===== src/rtl/lvda_store_pkg.sv =====
// Shared definitions for the processor-store delay-line writer: phase encoding,
// writer state encoding and frame length (macro LVDA_STORE_PARITY_EN adds a parity bit).
package lvda_store_pkg;

  localparam logic [1:0] PH_W = 2'd0;
  localparam logic [1:0] PH_X = 2'd1;
  localparam logic [1:0] PH_Y = 2'd2;
  localparam logic [1:0] PH_Z = 2'd3;

  typedef enum logic [1:0] {
    IDLE  = 2'd0,
    ARM   = 2'd1,
    SHIFT = 2'd2,
    DONE  = 2'd3
  } wr_state_t;

  function automatic int frame_bits(input int word_w);
`ifdef LVDA_STORE_PARITY_EN
    return word_w + 1;
`else
    return word_w;
`endif
  endfunction

endpackage


===== src/rtl/lvda_store_bit_timer.sv =====
// Bit-time tracker for the interleaved delay line: counts bit positions per frame,
// resynchronises on WORD_SYNC and flags syncs that arrive at a non-zero bit position.
module lvda_store_bit_timer
  import lvda_store_pkg::*;
#(
  parameter int FRAME_BITS = 26,
  parameter int CNT_W      = $clog2(FRAME_BITS)
) (
  input  logic             SIM_CLK,
  input  logic             SIM_RST,
  input  logic             BIT_STB,
  input  logic [1:0]       PHASE,
  input  logic             WORD_SYNC,
  output logic [CNT_W-1:0] slot_bit,
  output logic             slot_synced,
  output logic             slot_misalign,
  output logic             SYNC_ERR
);

  logic [CNT_W-1:0] bitcnt;
  logic             sync_seen;
  logic             sync_slot;

  // A sync slot is bit 0 of the frame regardless of where the counter had drifted.
  assign sync_slot     = BIT_STB && WORD_SYNC && (PHASE == PH_W);
  assign slot_bit      = sync_slot ? '0 : bitcnt;
  assign slot_synced   = sync_seen || sync_slot;
  assign slot_misalign = sync_slot && (bitcnt != '0);

  always_ff @(posedge SIM_CLK) begin
    if (SIM_RST) begin
      bitcnt    <= '0;
      sync_seen <= 1'b0;
      SYNC_ERR  <= 1'b0;
    end else begin
      SYNC_ERR <= slot_misalign;
      if (sync_slot) begin
        bitcnt    <= '0;
        sync_seen <= 1'b1;
      end else if (BIT_STB && (PHASE == PH_Z)) begin
        bitcnt <= (bitcnt == CNT_W'(FRAME_BITS - 1)) ? '0 : bitcnt + CNT_W'(1);
      end
    end
  end

endmodule


===== src/rtl/processor_store_writer.sv =====
// Write side of the processor-store delay line: serialises one word into its channel's
// slots, recirculating DLO everywhere else. LVDA_STORE_PARITY_EN appends an odd-parity bit.
module processor_store_writer
  import lvda_store_pkg::*;
#(
  parameter int WORD_W = 26
) (
  input  logic              SIM_CLK,
  input  logic              SIM_RST,
  input  logic              BIT_STB,
  input  logic [1:0]        PHASE,
  input  logic              WORD_SYNC,
  input  logic              DLO,
  input  logic              WR_REQ,
  input  logic [1:0]        WR_CH,
  input  logic [WORD_W-1:0] WR_DATA,
  output logic              WR_BUSY,
  output logic              WR_ACK,
  output logic              DINP,
  output logic              DINP_STB,
  output logic              SYNC_ERR
);

  localparam int FRAME_BITS = frame_bits(WORD_W);
  localparam int CNT_W      = $clog2(FRAME_BITS);
  localparam int LEFT_W     = $clog2(FRAME_BITS + 1);

  wr_state_t             state;
  logic [1:0]            ch_q;
  logic [FRAME_BITS-1:0] word_q;
  logic [FRAME_BITS-1:0] shreg;
  logic [FRAME_BITS-1:0] accept_word;
  logic [LEFT_W-1:0]     bits_left;
  logic [CNT_W-1:0]      slot_bit;
  logic                  slot_synced;
  logic                  slot_misalign;
  logic                  own_slot;
  logic                  start;
  logic                  insert;
  logic                  ins_bit;

  lvda_store_bit_timer #(
    .FRAME_BITS (FRAME_BITS),
    .CNT_W      (CNT_W)
  ) u_bit_timer (
    .SIM_CLK       (SIM_CLK),
    .SIM_RST       (SIM_RST),
    .BIT_STB       (BIT_STB),
    .PHASE         (PHASE),
    .WORD_SYNC     (WORD_SYNC),
    .slot_bit      (slot_bit),
    .slot_synced   (slot_synced),
    .slot_misalign (slot_misalign),
    .SYNC_ERR      (SYNC_ERR)
  );

`ifdef LVDA_STORE_PARITY_EN
  assign accept_word = {~^WR_DATA, WR_DATA};
`else
  assign accept_word = WR_DATA;
`endif

  // A misaligned sync in SHIFT restarts the retained word; for channel W that is this very slot.
  assign own_slot = BIT_STB && (PHASE == ch_q);
  assign start    = own_slot && slot_synced && (slot_bit == '0) &&
                    ((state == ARM) || ((state == SHIFT) && slot_misalign));
  assign insert   = start || (own_slot && (state == SHIFT) && !slot_misalign);
  assign ins_bit  = start ? word_q[0] : shreg[0];

  always_ff @(posedge SIM_CLK) begin
    if (SIM_RST) begin
      state     <= IDLE;
      ch_q      <= '0;
      word_q    <= '0;
      shreg     <= '0;
      bits_left <= '0;
      WR_BUSY   <= 1'b0;
      WR_ACK    <= 1'b0;
      DINP      <= 1'b0;
      DINP_STB  <= 1'b0;
    end else begin
      // NOTE: non-blocking throughout, so ins_bit above sees shreg as it was before this edge's shift.
      WR_ACK   <= 1'b0;
      DINP_STB <= BIT_STB;
      if (BIT_STB) DINP <= insert ? ins_bit : DLO;

      case (state)
        IDLE: begin
          if (WR_REQ) begin
            ch_q    <= WR_CH;
            word_q  <= accept_word;
            WR_BUSY <= 1'b1;
            state   <= ARM;
          end
        end
        ARM, SHIFT: begin
          if (start) begin
            shreg     <= word_q >> 1;
            bits_left <= LEFT_W'(FRAME_BITS - 1);
            state     <= SHIFT;
          end else if ((state == SHIFT) && slot_misalign) begin
            state <= ARM;
          end else if (insert) begin
            shreg     <= shreg >> 1;
            bits_left <= bits_left - LEFT_W'(1);
            if (bits_left == LEFT_W'(1)) begin
              WR_ACK  <= 1'b1;
              WR_BUSY <= 1'b0;
              state   <= DONE;
            end
          end
        end
        DONE:    state <= IDLE;
        default: state <= IDLE;
      endcase
    end
  end

endmodule

===== config.mk =====
export PLATFORM = sky130hd
export DESIGN_NAME = processor_store_writer
export DESIGN_NICKNAME = d
export VERILOG_FILES = /design/src/rtl/lvda_store_pkg.sv /design/src/rtl/lvda_store_bit_timer.sv /design/src/rtl/processor_store_writer.sv
export SDC_FILE = /design/constraint.sdc
export NUM_CORES = 1
export LEC_CHECK = 0
export CORE_MARGIN = 3
export CORE_UTILIZATION = 56
export CTS_BUF_LIST = sky130_fd_sc_hd__clkbuf_8
export DETAILED_ROUTE_END_ITERATION = 8
export HOLD_SLACK_MARGIN = 0.03
export PLACE_DENSITY_LB_ADDON = 0.2
export SLEW_MARGIN = 20
export SYNTH_ARGS = -nofsm -noshare
export SYNTH_HDL_FRONTEND = slang
export SYNTH_SLANG_ARGS = --single-unit

===== constraint.sdc =====
create_clock -name SIM_CLK -period 4.2 [get_ports SIM_CLK]
set_input_delay 1.26 -clock SIM_CLK [delete_from_list [all_inputs] [get_ports SIM_CLK]]
set_output_delay 1.26 -clock SIM_CLK [all_outputs]
set_load 0.005 [all_outputs]

==> results.yml <==
timing:
  finalHoldViolations: 0
  max_slew.worst_pin.slew_ns: 0.948
  finalCriticalPeriod_ns: 3.44
  holdWs_ns: 0.457
  setup-tns-final_ns: 0
  rsz0062_at_grt: "no"
  clock_skew_ns: 0.00623
  max_freq_mhz: 291
  relSlewSlack: 0.366
  finalCritPeriodShare: 0.818
  report.final.setup_viol: 0
  slew_violations: 0
yosys:
  synth_ff_type: "dfxtp_1"
  synthCells: 376
  ys_seq_elements: 71
  syn_nets: 421
  async_flop_share: 0
  ys_top_cells_by_area: "dfxtp_1 47%, nand2_1 14%, a311oi_1 7.2%, a21oi_1 5.4%, nor2_1 4.5%"
  synthDistinctLibCells: 42
  synth_edf_count: 0
  synth_top_area_cell: "dfxtp_1"
  avgSynthCellArea_um2: 8.13
  synth_warnings: 0
  netlist_area_um2: 3060
  netlist.area_leader.share: 0.465
  ys_seq_area_frac: 0.465
clock_tree:
  clk_pin_slew_ns: 0.07
  cts_setup_buffers: 0
  clock-root-buffer: "clkbuf_8"
  hold_buffers: 0
  h-tree-depth: 3
  cts_tree: "done"
  clk_path_buf_depth: 2
  post_cts_resized: 0
  numCtsBuffers: 9
  clk_latency_ns: 0.34
  clock-sinks: 71
global_route:
  antenna_found_initial: 0
  grt_pass1_wl_um: 11400
  grt_remaining_overflow: 0
  grt_pass1_vias: 2558
  grt_usage: 0.227
  grt_max_degree: 48
critical_path:
  reg2regPathDepth: 8
  crit_type: "in2reg"
  cp-startpoint: "BIT_STB"
  crit_path_end_kind: "flip-flop"
  crit_arrival_ns: 3.68
  cp-endpoint: "shreg[17]$_SDFFE_PP0P_"
  reg2reg_from: "u_bit_timer.bitcnt[0]$_SDFFE_PP0P_"
  cp_max_fo: 16
  r2r_slack_ns: 1.74
  reg2reg_to: "shreg[17]$_SDFFE_PP0P_"
  critPathRequiredTime_ns: 4.44
  start_kind: "input port"
finish:
  drive_above_1_share: 0.0676
  final_util: 0.707
  final_common_cell: "nand2_1"
  fin_nets: 454
  areaGrowthSynthToFinish_pct: 20.4
  mostFrequentLayoutCells: "110 x nand2_1, 71 x dfxtp_1, 39 x clkdlybuf4s50_1, 36 x nor2_1, 32 x a21oi_1"
  final_cell_count_no_fill: 484
  n_antenna_cell: 0
drt:
  routed.top_layer: "met4"
  m1WireLength_um: 2950
  vias: 2652
  ant_nets: 0
  drt_wl_total_um: 6540
  via_per_inst: 5.48
  wl_met3_um: 424
  firstDrtPassIters: 4
  drc: 0
  wl_per_cell_um: 13.5
  drt-initial-drc-count: 103
  wl_met2_um: 3100
floorplanning:
  io_pins: 41
  placement_rows: 26
  die-area_um2: 6380
  dieHeight_um: 79.9
  core_area_um2: 5200
  fp.dieW_um: 79.9
  initial_core_util: 0.587
pwr:
  clock_power_share: 0.311
  power_frac_seq: 0.467
  powerDensity_nw_per_um2: 458
  p_leak_nw: 1.25
  power.switching_mw: 0.504
  vdd_drop_max_v: 0.000239
  p_sw_frac: 0.299
  intPower_mw: 1.18
  total_power_mw: 1.69
  combPwrFrac: 0.222
worst_hold_path:
  min_from: "word_q[19]$_SDFFE_PP0P_"
  hold_path_class: "reg2reg"
placement:
  dp_cells: 468
  place_hpwl_um: 4340
  io_buffers: 40
  place.gp.congestion: 0.830
run_status:
  status: "finished, final reports clean"
run:
  maxCapViolations: 0
[registers in the layout, indices dropped and copies added, names as in the netlist]
signal,count
u_bit_timer.SYNC_ERR,1
WR_ACK,1
DINP,1
word_q,26
state,2
u_bit_timer.bitcnt,5
ch_q,2
DINP_STB,1
WR_BUSY,1
shreg,25
u_bit_timer.sync_seen,1
bits_left,5
[routing by layer]
layer / global-route usage / vias to the layer above
li1: - / 1355
met1: 0.277 / 1212
met2: 0.376 / 76
met3: 0.0756 / 9
met4: 0.0709 / 0
met5: 0 / -
[per-stage QoR]
| stage | area (um^2) | setup slack, ns |
|---|---|---|
| after global routing | 3680 | 0.588 |
| after floorplan | 3060 | 1.50 |
| final | 3680 | 0.762 |
| after CTS | 3680 | 0.767 |
| after global placement | 3490 | 0.584 |
| after detailed placement | 3490 | 0.424 |
[worst min-delay path by stage]
stage / slack (ns) / cells past startpoint / to
2_1_floorplan: 0.43 / 2 / u_bit_timer.sync_seen$_SDFFE_PP0P_
3_3_place_gp: 0.44 / 2 / word_q[0]$_SDFFE_PP0P_
3_5_place_dp: 0.45 / 2 / word_q[0]$_SDFFE_PP0P_
4_1_cts: 0.46 / 2 / word_q[20]$_SDFFE_PP0P_
5_1_grt: 0.49 / 2 / word_q[23]$_SDFFE_PP0P_
6_report: 0.46 / 2 / word_q[19]$_SDFFE_PP0P_
[logic make-up (layout without fill, tap and decap cells)]
logic type | after synthesis | after routing | share of synthesized area
XOR/XNOR | 9 | 9 | 0.0258
adder cells (fa/ha/maj) | 9 | 9 | 0.0369
flip-flops | 71 | 71 | 0.465
buffers and inverters | 31 | 69 | 0.0405
AND/OR/NAND/NOR | 180 | 180 | 0.256
multiplexers | 2 | 2 | 0.00819
AO/OA/AOI/OAI | 74 | 74 | 0.167
[power groups by stage]
stage          combinational, mW  clock (mW)  sequential [mW]
2_1_floorplan              0.264           0            0.790
3_3_place_gp               0.364           0            0.802
3_5_place_dp               0.376           0            0.801
4_1_cts                    0.378       0.536            0.787
5_1_grt                    0.420       0.573            0.796
6_report                   0.375       0.524            0.787
[cell usage after synthesis, types with 2 or more instances]
library cell	number
a22oi_1	2
buf_1	5
a311oi_1	25
clkbuf_1	14
nand2b_1	2
or3_1	2
xnor2_1	6
o21ai_0	3
and4_1	2
a21oi_1	33
nor2_1	37
buf_2	3
xor2_1	3
a211oi_1	3
nor3_1	5
dfxtp_1	71
nand3_1	5
nand4_1	3
and3_1	4
nor4b_1	2
inv_1	8
nand2_1	110
ha_1	9
[critical path, stage by stage]
cell,delay [ns]
clkdlybuf4s50_1,0.62
and4bb_4,0.33
nand3_1,0.22
a21oi_2,0.56
buf_4,0.32
nand2_1,0.08
a311oi_1,0.28
[area by class of cell]
cell class	instances	area (um^2)
clock buffers	10	138
clock inverters	6	53.8
fillers	432	1530
inverters	8	30.0
multi-input cells	274	1520
flip-flops and latches	71	1420
well taps	70	87.6
repair buffers	45	433
(Power assumes the default switching activity.)
